<file path="config.mk">
export PLATFORM = sky130hd
export DESIGN_NAME = shift_load_ctrl
export DESIGN_NICKNAME = d
export VERILOG_FILES = /design/src/rtl/shift_ctrl_pkg.sv /design/src/rtl/mux_dff_stage.sv /design/src/rtl/shift_load_ctrl.sv
export SDC_FILE = /design/constraint.sdc
export NUM_CORES = 1
export LEC_CHECK = 0
export ABC_AREA = 1
export BUFFER_PORTS_ARGS = -buffer_cell sky130_fd_sc_hd__buf_4
export CAP_MARGIN = 30
export CORE_UTILIZATION = 55
export CTS_CLUSTER_DIAMETER = 80
export DETAILED_ROUTE_END_ITERATION = 7
export PLACE_DENSITY = 0.87
export SKIP_CTS_REPAIR_TIMING = 1
export SYNTH_ARGS = -nofsm -noshare
export SYNTH_HDL_FRONTEND = slang
export SYNTH_SLANG_ARGS = --single-unit
</file>
<file path="constraint.sdc">
create_clock -name clk -period 3.1 [get_ports clk]
set_input_delay 0.465 -clock clk [delete_from_list [all_inputs] [get_ports clk]]
set_output_delay 0.465 -clock clk [all_outputs]
set_load 0.01 [all_outputs]
</file>
<file path="src/rtl/shift_ctrl_pkg.sv">
// Shared types for the shift/load sequencer: FSM state encoding and counter width helper.
// No logic; no latency or flow control of its own.
package shift_ctrl_pkg;

    typedef enum logic [1:0] {
        IDLE  = 2'd0,
        SHIFT = 2'd1,
        DONE  = 2'd2
    } state_t;

    // Bit index counter width; at least one bit even for degenerate widths.
    function automatic int cnt_w(input int width);
        return (width > 1) ? $clog2(width) : 1;
    endfunction

endpackage

</file>
<file path="src/rtl/mux_dff_stage.sv">
// One chain element: enable-gated DFF fed by a load/shift mux, Q <= E ? (L ? R : w) : Q.
// Single-cycle update; holds whenever E is low. Reset comes from the driver forcing E=L=1, R=0.
module mux_dff_stage (
    input  logic clk,
    input  logic w,
    input  logic R,
    input  logic E,
    input  logic L,
    output logic Q
);

    always_ff @(posedge clk) begin
        if (E) begin
            Q <= L ? R : w;
        end
    end

endmodule

</file>
<file path="src/rtl/shift_load_ctrl.sv">
// Loads a parallel word into a mux+DFF chain on start&ready, then shifts it out MSB first.
// First bit one cycle after acceptance, done pulse after the last bit; pause freezes chain and counter.
module shift_load_ctrl
    import shift_ctrl_pkg::*;
#(
    parameter int   WIDTH = 8,
    parameter logic FILL  = 1'b0
) (
    input  logic             clk,
    input  logic             reset,
    input  logic             start,
    input  logic [WIDTH-1:0] din,
    output logic             ready,
    input  logic             pause,
    output logic             q,
    output logic             q_valid,
    output logic             busy,
    output logic             done
);

    localparam int            CW   = cnt_w(WIDTH);
    localparam logic [CW-1:0] LAST = CW'(WIDTH - 1);

    state_t           state_q, state_d;
    logic [CW-1:0]    count_q, count_d;
    logic [WIDTH-1:0] stage_q;
    logic [WIDTH-1:0] stage_w;
    logic [WIDTH-1:0] stage_r;
    logic             chain_e;
    logic             chain_l;

    always_comb begin
        state_d = state_q;
        count_d = count_q;
        chain_e = 1'b0;
        chain_l = 1'b0;
        case (state_q)
            IDLE: begin
                if (start) begin
                    chain_e = 1'b1;
                    chain_l = 1'b1;
                    count_d = '0;
                    state_d = SHIFT;
                end
            end
            SHIFT: begin
                if (!pause) begin
                    chain_e = 1'b1;
                    if (count_q == LAST) begin
                        state_d = DONE;
                    end else begin
                        count_d = count_q + 1'b1;
                    end
                end
            end
            DONE: begin
                state_d = IDLE;
            end
            default: begin
                state_d = IDLE;
            end
        endcase
        // The stages have no reset pin: a forced load of zero clears them.
        if (reset) begin
            chain_e = 1'b1;
            chain_l = 1'b1;
        end
    end

    always_ff @(posedge clk) begin
        if (reset) begin
            state_q <= IDLE;
            count_q <= '0;
        end else begin
            state_q <= state_d;
            count_q <= count_d;
        end
    end

    assign stage_r = reset ? '0 : din;
    assign stage_w = {stage_q[WIDTH-2:0], FILL};

    for (genvar i = 0; i < WIDTH; i++) begin : g_stage
        mux_dff_stage u_stage (
            .clk (clk),
            .w   (stage_w[i]),
            .R   (stage_r[i]),
            .E   (chain_e),
            .L   (chain_l),
            .Q   (stage_q[i])
        );
    end

    assign ready   = (state_q == IDLE);
    assign q_valid = (state_q == SHIFT);
    assign busy    = (state_q == SHIFT) || (state_q == DONE);
    assign done    = (state_q == DONE);
    assign q       = stage_q[WIDTH-1];

endmodule

</file>
**Yosys cells after proc, flatten, opt, wreduce, memory -nomap -nowiden**

Cells that the tools add are included.

- Register bits: 13
- Bits of input ports: 12
- Output and inout bits: 5

- Add/subtract/negate cells: 1
- Equality and inequality tests: 7
- Multiplexer cells: 22
- Bitwise operators: 1
- Reduce and logical (&&, ||, !) cells: 6

Operators by type and width:

| kind | number |
|---|---|
| $mux 1 | 12 |
| $mux 3 | 3 |
| $mux 8 | 1 |
| $mux 2 | 3 |
| $ne 2x2->1 const B | 3 |
| $pmux 3 s2 | 1 |
| $pmux 2 s2 | 1 |
| $reduce_and 4->1 | 1 |
| $add 3x1->3 const B | 1 |
| $eq 3x3->1 const B | 1 |
| $reduce_and 3->1 | 1 |
| $eq 2x1->1 const B | 1 |
| $eq 2x2->1 const B | 1 |
| $logic_not 2->1 | 1 |
| $ne 2x1->1 const B | 1 |
| $pmux 1 s2 | 1 |
| $reduce_bool 2->1 | 1 |
| $reduce_or 2->1 | 1 |
| $logic_or 1x1->1 | 1 |
| $not 1->1 | 1 |

**Depth between registers and ports, before layout**

Gate-level depths: netlist (run 1).

- Word-level depth: 5
- Depth in mapped cells: 9

**By module**

Synthesis (run 1) repeated with hierarchy kept, for this count alone.

- Cells, all modules: 114
- Area, all modules: 829.5 µm²

By module, submodules not included:

| module | instances | cells an instance | area an instance (µm²) | sequential area each (µm²) |
|---|---|---|---|---|
| shift_load_ctrl | 1 | 74 | 469.2 | 100.1 |
| mux_dff_stage | 8 | 5 | 45.0 | 30.0 |

**Worst setup path after synthesis (run 1)**

OpenSTA, ideal clock, no wires.

- Path kind: reg-to-reg
- Start point: reg state_q[1]
- End point: reg g_stage[0].u_stage.Q (enable)
- Library setup time: 0.378 ns
- Arrival time: 1.292 ns
- Data required time: 2.722 ns
- Path slack: 1.430 ns
- Stages on the path, launching flop included: 5
- Path buffers: 0
- Cell sequence: dfxtp_1 > inv_1 > ha_1 > inv_1 > o221ai_1

- Cells in the longest elaborated chain, start to end: 3
- Elaborated cells between the ends (all ways): 4

RTL lines:

| item | line | text |
|---|---|---|
| start, declared | shift_load_ctrl.sv:24 | `state_t state_q, state_d;` |
| start signal, assigned | shift_load_ctrl.sv:75 | `state_q <= state_d;` |
| $eq 2x1->1 | n/a |  |
| net q_valid | shift_load_ctrl.sv:16 | `output logic q_valid,` |
| $pmux 1 s2 | shift_load_ctrl.sv:37 | `case (state_q)` |
| $mux 1 | shift_load_ctrl.sv:64 | `if (reset) begin` |
| net chain_e | shift_load_ctrl.sv:29 | `logic chain_e;` |
| end signal, assigned | mux_dff_stage.sv:14 | `Q <= L ? R : w;` |
| end, declared | mux_dff_stage.sv:9 | `output logic Q` |

The timed path passes the listed nets, and every way through them passes these cells.
A chain may end at the register's enable or synchronous reset.

**Worst setup path after layout (run 1)**

- Start point: reg state_q[1]
- End point: reg g_stage[5].u_stage.Q (enable)

- Cells in the longest elaborated chain, start to end: 3
- Elaborated cells between the ends (all ways): 4

RTL lines:

| item | line |
|---|---|
| $eq 2x1->1 or $logic_not 2->1 (tied branches) | shift_load_ctrl.sv:37 |
| $pmux 1 s2 * | shift_load_ctrl.sv:37 |
| $mux 1 * | shift_load_ctrl.sv:64 |
| net chain_e | shift_load_ctrl.sv:29 |
| end signal, assigned | mux_dff_stage.sv:14 |
| end, declared | mux_dff_stage.sv:9 |

The timed path passes the listed nets; every way through them passes the cells marked *.

==> impl_metrics.csv, run 1 <==
group,metric,value,unit
outcome,run_status,"finished, final reports clean",
floorplan,coreArea,0.00128,sq mm
final_layout,drive_gt1_frac,0.234,
clock_tree,worstSkewPairLatency,0.27,ns
sta,period_share,0.615,
run,drv_cap,0,
drt,first_pass_iters,4,
drt,ant_nets,0,
sta,fmax,0.524,GHz
critical_path,end_kind,"flop",
sta,slew_viol_final,0,
global_routing,grt-ovfl-total,0,
placement,port_buffers,16,
drt,drc,0,
clock_tree,numCtsBuffers,3,
critical_path,cp.required,3.00,ns
global_routing,grt_pass1_vias,472,
sta,tightest_slew,0.806,ns
synth,syn_area,757,sq um
floorplan,die_x,39.1,microns
critical_path,path_cells,"inv_1 > ha_1 > nand2_1 > o221ai_1",
final_layout,fin_cells,122,
critical_path,path_delay_family,"compound AO/OA/AOI/OAI gates",
critical_path,slowest_delay,0.70,ns
global_routing,grt.busiest_layer,"met2",
drt,num_vias,606,
synth,yosysWarnings,0,
floorplan,initial_core_util,0.589,
sta,skew,0.00428,ns
min_path,worstHoldPathCells,2,
global_routing,use_met2,0.321,
synth,syn_nets,107,
clock_tree,cts_tree,"built",
critical_path,startpoint_type,"flop",
synth,synthCells,88,
placement,place.gp.congestion,0.736,
critical_path,worstPathArrival,1.81,ns
floorplan,die_h,39.1,microns
sta,setup_viol,0,
critical_path,critical-path-slowest-cell,"o221ai_1",
placement,dp_cells,118,
final_layout,diodes,0,
sta,tns,0,ns
floorplan,rows,13,
drt,wire_per_inst,10.3,microns
final_layout,layout_common_cells,"nand2_1, buf_4, inv_1, nand3_1, nor2_1",
min_path,hold_path.class,"reg -> reg",
pwr,ir_worst_vdd,470,uV
placement,place_area,882,sq um
final_layout,finish.utilization,0.707,
drt,finalWirelength,1260,microns
synth,syn-mean-instance-area,8.60,sq um
floorplan,io_pins,17,
sta,rsz0062_at_grt,"false",
global_routing,track_usage,0.184,
critical_path,crit_buf_inv,1,
clock_tree,clock_sinks,13,
critical_path,reg2reg_depth,4,
sta,relSlewSlack,0.462,
global_routing,grt_first_pass_wirelength,1870,microns
floorplan,die_area,0.00153,sq mm
synth,synth_seq_cells,13,
clock_tree,clock_path_buffers,2,
global_routing,grtUsageMet1,0.227,
global_routing,antenna_found_initial,0,
sta,min_period,1.91,ns
clock_tree,htreeDepth,1,
sta,finalHoldViolCount,0,
pwr,p_leak,0.460,nW
synth,yosysUniqueCellTypes,16,
drt,vias_per_cell,4.97,
final_layout,area_growth,20.0,%
critical_path,crit_type,"reg -> reg",
global_routing,grt_max_degree,15,
synth,synth.yosys.seq_area_share,0.450,
global_routing,grt_util_met3,0.0347,
placement,hpwlAfterDp,1020,microns
final_layout,nNetsFinal,127,
critical_path,crit_cells,4,
clock_tree,clkTransAtPathRegs,0.08,ns
final_layout,design_area,908,sq um
clock_tree,root_buffer,"clkbuf_4",
drt,drt_iter0_drc,11,
critical_path,cp_max_fo,8,
pwr,powerDensity,891,mW/mm^2
final timing paths:
kind	end	slack (ns)	from
setup / recovery	g_stage[5].u_stage.Q	1.19	state_q[1]
hold / removal	count_q[1]	0.50	count_q[1]
setup reg to reg	g_stage[5].u_stage.Q	1.19	state_q[1]
hold reg to reg	count_q[1]	0.50	count_q[1]
sequential cells by signal, summed over array words and instances, names as in the netlist:
signal             flops
g_stage.u_stage.Q      8
count_q                3
state_q                2
cells in the mapped netlist:
cell type,n,area share
nor2_1,9,0.045
ha_1,7,0.12
nor2_4,1,0.015
nand2_2,1,0.0083
nand2_4,1,0.015
nor2_8,1,0.026
clkbuf_8,1,0.018
o21ai_1,7,0.046
inv_2,2,0.0099
edfxtp_1,8,0.32
dfxtp_1,5,0.13
o221ai_1,1,0.012
inv_1,15,0.074
a21oi_1,3,0.020
nand3_1,10,0.066
nand2_1,16,0.079
metal layers:
layer  part of all wire  vias to the layer above
met5                  0                        -
met4             0.0040                        0
met3              0.030                        2
met2               0.54                       12
met1               0.43                      274
li1                   -                      318
cell type report:
| class | count | area [sq um] |
|---|---|---|
| Multi-Input combinational cell | 57 | 339 |
| Clock buffer | 4 | 26.3 |
| Tap cell | 15 | 18.8 |
| Inverter | 17 | 63.8 |
| Sequential cell | 13 | 340 |
| Timing Repair Buffer | 16 | 120 |
| Fill cell | 105 | 377 |
cells by family (layout without fill, tap and decap cells):
| kind of cell | Yosys count | count (layout) | synth area share |
|---|---|---|---|
| buf+inv | 18 | 37 | 0.102 |
| fa+ha+maj | 7 | 7 | 0.116 |
| simple gates | 39 | 39 | 0.255 |
| compound gates | 11 | 11 | 0.0777 |
| flops | 13 | 13 | 0.450 |
metrics by stage:
step	power, mW	hold WS [ns]	setup WS [ns]
final	0.809	0.497	1.19
after global routing	0.875	0.526	0.981
after CTS	0.817	0.508	1.18
after detailed placement	0.712	0.487	1.20
after global placement	0.692	0.468	1.26
after floorplan	0.592	0.456	1.43
worst register-to-register path: cells and delay by family (launching register included):
family	cells	cell delay, ns
AOI/OAI and AO/OA	1	0.70
DFF	1	0.32
adders and majority gates	1	0.21
and+or+nand+nor	1	0.18
buffers and inverters	1	0.13
report_power, final:
part / internal [mW] / total, mW / leakage (nW) / switching (mW)
Combinational: 0.164 / 0.407 / 0.319 / 0.243
Clock: 0.0498 / 0.106 / 0.0150 / 0.0561
Sequential: 0.269 / 0.296 / 0.127 / 0.0274
(Power assumes the default switching activity.)
==> inputs of run 2 (changes only) <==
CORE_UTILIZATION = 51   (was 55)
PLACE_DENSITY = 0.82   (was 0.87)
clock period = 1.8 ns   (was 3.1 ns; I/O delays follow)
==> impl_metrics.csv, run 2 (synthesized netlist as in run 1, its figures left out) <==
group,metric,value,unit
clock_tree,numCtsBuffers,3,
clock_tree,clock_path_buffers,2,
clock_tree,worstSkewPairLatency,0.28,ns
final_layout,mostFrequentLayoutCell,"buf_4",
sta,rsz0062_at_grt,"false",
critical_path,path_cells,"inv_1 > ha_1 > nand2_1 > o221ai_1 > buf_4",
floorplan,rows,13,
min_path,hold_path.class,"in -> reg",
critical_path,worstReg2RegStart,"state_q[0]",
critical_path,slowest_delay,0.33,ns
sta,period_share,0.885,
sta,holdWs,0.286,ns
sta,tns,0,ns
outcome,run_status,"finished, final reports clean",
placement,place_area,890,sq um
global_routing,grt-ovfl-total,0,
placement,pre_cts_ws,0.251,ns
sta,fmax,0.628,GHz
min_path,worstHoldPathCells,3,
global_routing,grt_first_pass_wirelength,1970,microns
drt,drc,0,
final_layout,design_area,916,sq um
critical_path,path_delay_family,"buffers and inverters",
critical_path,startpoint_type,"flop",
sta,slew_viol_final,0,
clock_tree,cts_tree,"built",
placement,hpwlAfterDp,981,microns
sta,tightest_slew,0.304,ns
critical_path,rrSetupSlack,0.21,ns
drt,ant_nets,0,
placement,port_buffers,16,
pwr,p_leak,0.465,nW
sta,min_period,1.59,ns
floorplan,initial_core_util,0.568,
final_layout,drive_gt1_frac,0.241,
drt,first_pass_iters,4,
global_routing,grt_max_degree,15,
critical_path,r2r_end,"g_stage[4].u_stage.Q",
critical_path,worstPathArrival,1.58,ns
global_routing,antenna_found_initial,0,
final_layout,layout_common_cells,"buf_4, nand2_1, inv_1, nand3_1, nor2_1",
critical_path,cp_max_fo,8,
final_layout,largest_reg_flops,8,
final_layout,area_growth,21.0,%
critical_path,critical-path-slowest-cell,"dfxtp_1",
final_layout,nNetsFinal,128,
sta,finalHoldViolCount,0,
critical_path,end_kind,"flop",
min_path,min_from,"din[0]",
final_layout,top_regs,"g_stage.u_stage.Q: 8 flops, count_q: 3 flops, state_q: 2 flops",
critical_path,crit_buf_inv,2,
floorplan,die_h,40.5,microns
final_layout,finish.utilization,0.687,
drt,wire_per_inst,10.7,microns
global_routing,grt_pass1_vias,521,
pwr,powerDensity,1530,mW/mm^2
pwr,ir_worst_vdd,1020,uV
drt,num_vias,622,
placement,place.gp.congestion,0.783,
drt,finalWirelength,1320,microns
critical_path,cp.required,1.79,ns
sta,relSlewSlack,0.796,
floorplan,die_x,40.5,microns
final_layout,regMostFlops,"g_stage.u_stage.Q",
drt,drt_iter0_drc,21,
sta,timing.final.ws_setup,0.208,ns
clock_tree,clkTransAtPathRegs,0.08,ns
drt,vias_per_cell,5.06,
final_layout,diodes,0,
min_path,min_to,"g_stage[0].u_stage.Q",
floorplan,die_area,0.00164,sq mm
clock_tree,clock_sinks,13,
run,drv_cap,0,
clock_tree,root_buffer,"clkbuf_4",
floorplan,io_pins,17,
sta,skew,0.00209,ns
clock_tree,htreeDepth,1,
sta,setup_viol,0,
critical_path,crit_type,"reg -> reg",
floorplan,coreArea,0.00133,sq mm
critical_path,reg2reg_depth,5,
global_routing,track_usage,0.191,
==> run 2: cell types whose count changed in the layout (fill, tap and decap cells not counted) <==
cell	delta
buf_4	+1
==> run 2: final cells by class <==
| cell class | count | area [sq um] |
|---|---|---|
| clock buffers | 4 | 26.3 |
| fillers | 109 | 418 |
| inverters | 17 | 63.8 |
| multi-input cells | 57 | 339 |
| flip-flops and latches | 13 | 340 |
| well taps | 15 | 18.8 |
| repair buffers | 17 | 128 |
==> run 2: report_power, final <==
group	switching [mW]	internal, mW
clock network	0.0963	0.0860
registers	0.0449	0.462
logic	0.425	0.290
==> run 2: worst max path at each step <==
stage | from | end | slack, ns | cells past startpoint
3_3_place_gp | state_q[0] | g_stage[4].u_stage.Q | 0.33 | 5
5_1_grt | state_q[0] | g_stage[4].u_stage.Q | 0.12 | 5
4_1_cts | state_q[0] | g_stage[2].u_stage.Q | 0.24 | 5
2_1_floorplan | state_q[1] | g_stage[0].u_stage.Q | 0.13 | 4
3_5_place_dp | state_q[0] | g_stage[1].u_stage.Q | 0.25 | 5
6_report | state_q[0] | g_stage[4].u_stage.Q | 0.21 | 5
==> run 2: through the flow <==
step / instances / power (mW)
floorplan: 88 / 1.02
global placement: 119 / 1.20
detailed placement: 119 / 1.23
CTS: 123 / 1.41
global route: 123 / 1.52
finish: 123 / 1.40
==> run 2: per-layer routing <==
metal  part of all wire  wire (microns)  track usage  vias to the layer above
met5                  0               0            0                        -
met4              0.026              34        0.125                        0
met3              0.034              45       0.0500                        5
met2               0.51             670        0.325                       14
met1               0.43             569        0.206                      280
li1                   -               -            -                      323
==> run 2: worst reg2reg max path: stages, from the launching register on <==
cell      delay, ns
dfxtp_1        0.33
inv_1          0.13
ha_1           0.22
nand2_1        0.19
o221ai_1       0.22
buf_4          0.21
==> inputs of run 3 (changes only) <==
ABC_AREA = 0   (was 1)
==> impl_metrics.csv, run 3 <==
group,metric,value,unit
floorplan,die_x,40.3,microns
synth,synth.yosys.seq_area_share,0.456,
synth,synthCells,74,
clock_tree,htreeDepth,1,
clock_tree,clock_path_buffers,2,
floorplan,die_h,40.3,microns
final_layout,mostFrequentLayoutCell,"nand2_1",
placement,port_buffers,16,
drt,finalWirelength,1540,microns
global_routing,grt-ovfl-total,0,
outcome,run_status,"finished, final reports clean",
critical_path,end_kind,"flop",
final_layout,fin_cells,106,
floorplan,coreArea,0.00133,sq mm
final_layout,regMostFlops,"g_stage.u_stage.Q",
sta,min_period,1.67,ns
drt,first_pass_iters,5,
drt,num_vias,613,
drt,vias_per_cell,5.78,
synth,syn_nets,93,
clock_tree,clock_sinks,13,
sta,slew_viol_final,0,
final_layout,largest_reg_flops,8,
sta,finalHoldViolCount,0,
floorplan,rows,13,
clock_tree,root_buffer,"clkbuf_4",
sta,tightest_slew,0.408,ns
drt,wire_per_inst,14.5,microns
synth,syn_area,747,sq um
placement,dp_cells,102,
critical_path,reg2reg_depth,5,
synth,synth-main-ff-cell,"edfxtp_1",
final_layout,nNetsFinal,111,
pwr,powerDensity,1230,mW/mm^2
drt,ant_nets,0,
global_routing,grt_max_degree,12,
critical_path,startpoint_type,"flop",
global_routing,track_usage,0.217,
min_path,worstHoldPathCells,2,
floorplan,io_pins,17,
synth,synth_seq_cells,13,
final_layout,area_growth,18.8,%
synth,syn-mean-instance-area,10.1,sq um
synth,ys_async_sr_fraction,0,
pwr,ir_worst_vdd,720,uV
synth,yosysTopAreaCell,"edfxtp_1",
critical_path,crit_type,"reg -> reg",
clock_tree,worstSkewPairLatency,0.27,ns
final_layout,top_regs,"g_stage.u_stage.Q: 8 flops, count_q: 3 flops, state_q: 2 flops",
final_layout,drive_gt1_frac,0.275,
drt,drt_iter0_drc,11,
sta,setup_viol,0,
critical_path,rrSetupSlack,0.13,ns
min_path,hold_path.class,"in -> reg",
synth,yosysWarnings,0,
sta,fmax,0.600,GHz
critical_path,worstReg2RegStart,"state_q[1]",
min_path,min_from,"din[0]",
min_path,min_to,"g_stage[0].u_stage.Q",
synth,synth.top_cell.area_share,0.322,
sta,tns,0,ns
synth,synth.most_common_cell,"nand2_1",
placement,hpwlAfterDp,1160,microns
floorplan,die_area,0.00162,sq mm
global_routing,grt_first_pass_wirelength,2220,microns
critical_path,r2r_end,"g_stage[6].u_stage.Q",
clock_tree,clkTransAtPathRegs,0.08,ns
drt,drc,0,
final_layout,layout_common_cells,"nand2_1, buf_4, edfxtp_1, a21oi_1, ha_1",
critical_path,cp_max_fo,8,
final_layout,finish.utilization,0.665,
sta,relSlewSlack,0.727,
synth,yosysUniqueCellTypes,26,
sta,rsz0062_at_grt,"false",
critical_path,cp.required,1.75,ns
synth,yosys-top-cells-area,"edfxtp_1, dfxtp_1, ha_1",
sta,period_share,0.927,
sta,skew,0.00285,ns
global_routing,grt_pass1_vias,554,
floorplan,initial_core_util,0.560,
final_layout,diodes,0,
pwr,p_leak,0.394,nW
run,drv_cap,0,
synth,synth_edf_count,8,
global_routing,antenna_found_initial,0,
placement,place.gp.congestion,0.692,
clock_tree,cts_tree,"built",
clock_tree,numCtsBuffers,3,
critical_path,worstPathArrival,1.61,ns
synth,synth_common_cells,"nand2_1, edfxtp_1, a21oi_1, ha_1, dfxtp_1",
run 3: cell types whose count changed in the layout (fill, tap and decap cells not counted), moves of 3 or more:
cell and delta:
inv_1 -12, nand3_1 -8, nor2_1 -8, o21ai_1 -7
a21oi_1 +4, o311ai_1 +3, o41ai_1 +3
run 3: how the worst max path moves through the flow:
stage	startpoint	end	depth (start not counted)
after floorplan	state_q[1]	g_stage[0].u_stage.Q	5
after global placement	state_q[1]	g_stage[0].u_stage.Q	5
after detailed placement	state_q[1]	g_stage[0].u_stage.Q	5
after CTS	state_q[1]	count_q[2]	5
after global routing	state_q[1]	g_stage[1].u_stage.Q	5
final	state_q[1]	g_stage[6].u_stage.Q	5
run 3: metal layers:
| layer | vias up | GRT usage | share of wire |
|---|---|---|---|
| li1 | 302 | - | - |
| met1 | 286 | 0.216 | 0.40 |
| met2 | 20 | 0.427 | 0.54 |
| met3 | 5 | 0.0333 | 0.044 |
| met4 | 0 | 0.100 | 0.018 |
| met5 | - | 0 | 0 |
run 3: cell families after synthesis:
family / Yosys count / share of synthesized area
AO/OA/AOI/OAI: 19 / 0.193
buffers and inverters: 8 / 0.0670
multiplexers: 1 / 0.0134
AND/OR/NAND/NOR: 26 / 0.154
adder cells (fa/ha/maj): 7 / 0.117
flip-flops: 13 / 0.456
run 3: per-stage QoR:
step                total power, mW  cell area [sq um]  setup slack (ns)  hold slack (ns)
global placement              0.891                858             0.212            0.466
CTS                            1.10                885            0.0784            0.302
global route                   1.16                887           0.00456            0.317
finish                         1.09                887             0.132            0.306
detailed placement            0.917                858             0.125            0.488
floorplan                     0.772                747             0.318            0.456
run 3: power by group:
group | leakage, nW | internal (mW) | switching, mW
sequential | 0.126 | 0.415 | 0.0329
clock | 0.0150 | 0.0860 | 0.0918
combinational | 0.253 | 0.193 | 0.272
run 3: worst max-delay path: stages, from the launching register on:
cell and delay (ns):
dfxtp_1 0.32, inv_1 0.15, ha_1 0.36, a31oi_1 0.09
a21o_1 0.16, nand2_1 0.26
run 3: layout make-up:
class	count	area (sq um)
inverters	4	15.0
well taps	15	18.8
fillers	128	447
multi-input cells	53	359
clock buffers	4	26.3
flip-flops and latches	13	340
repair buffers	17	128
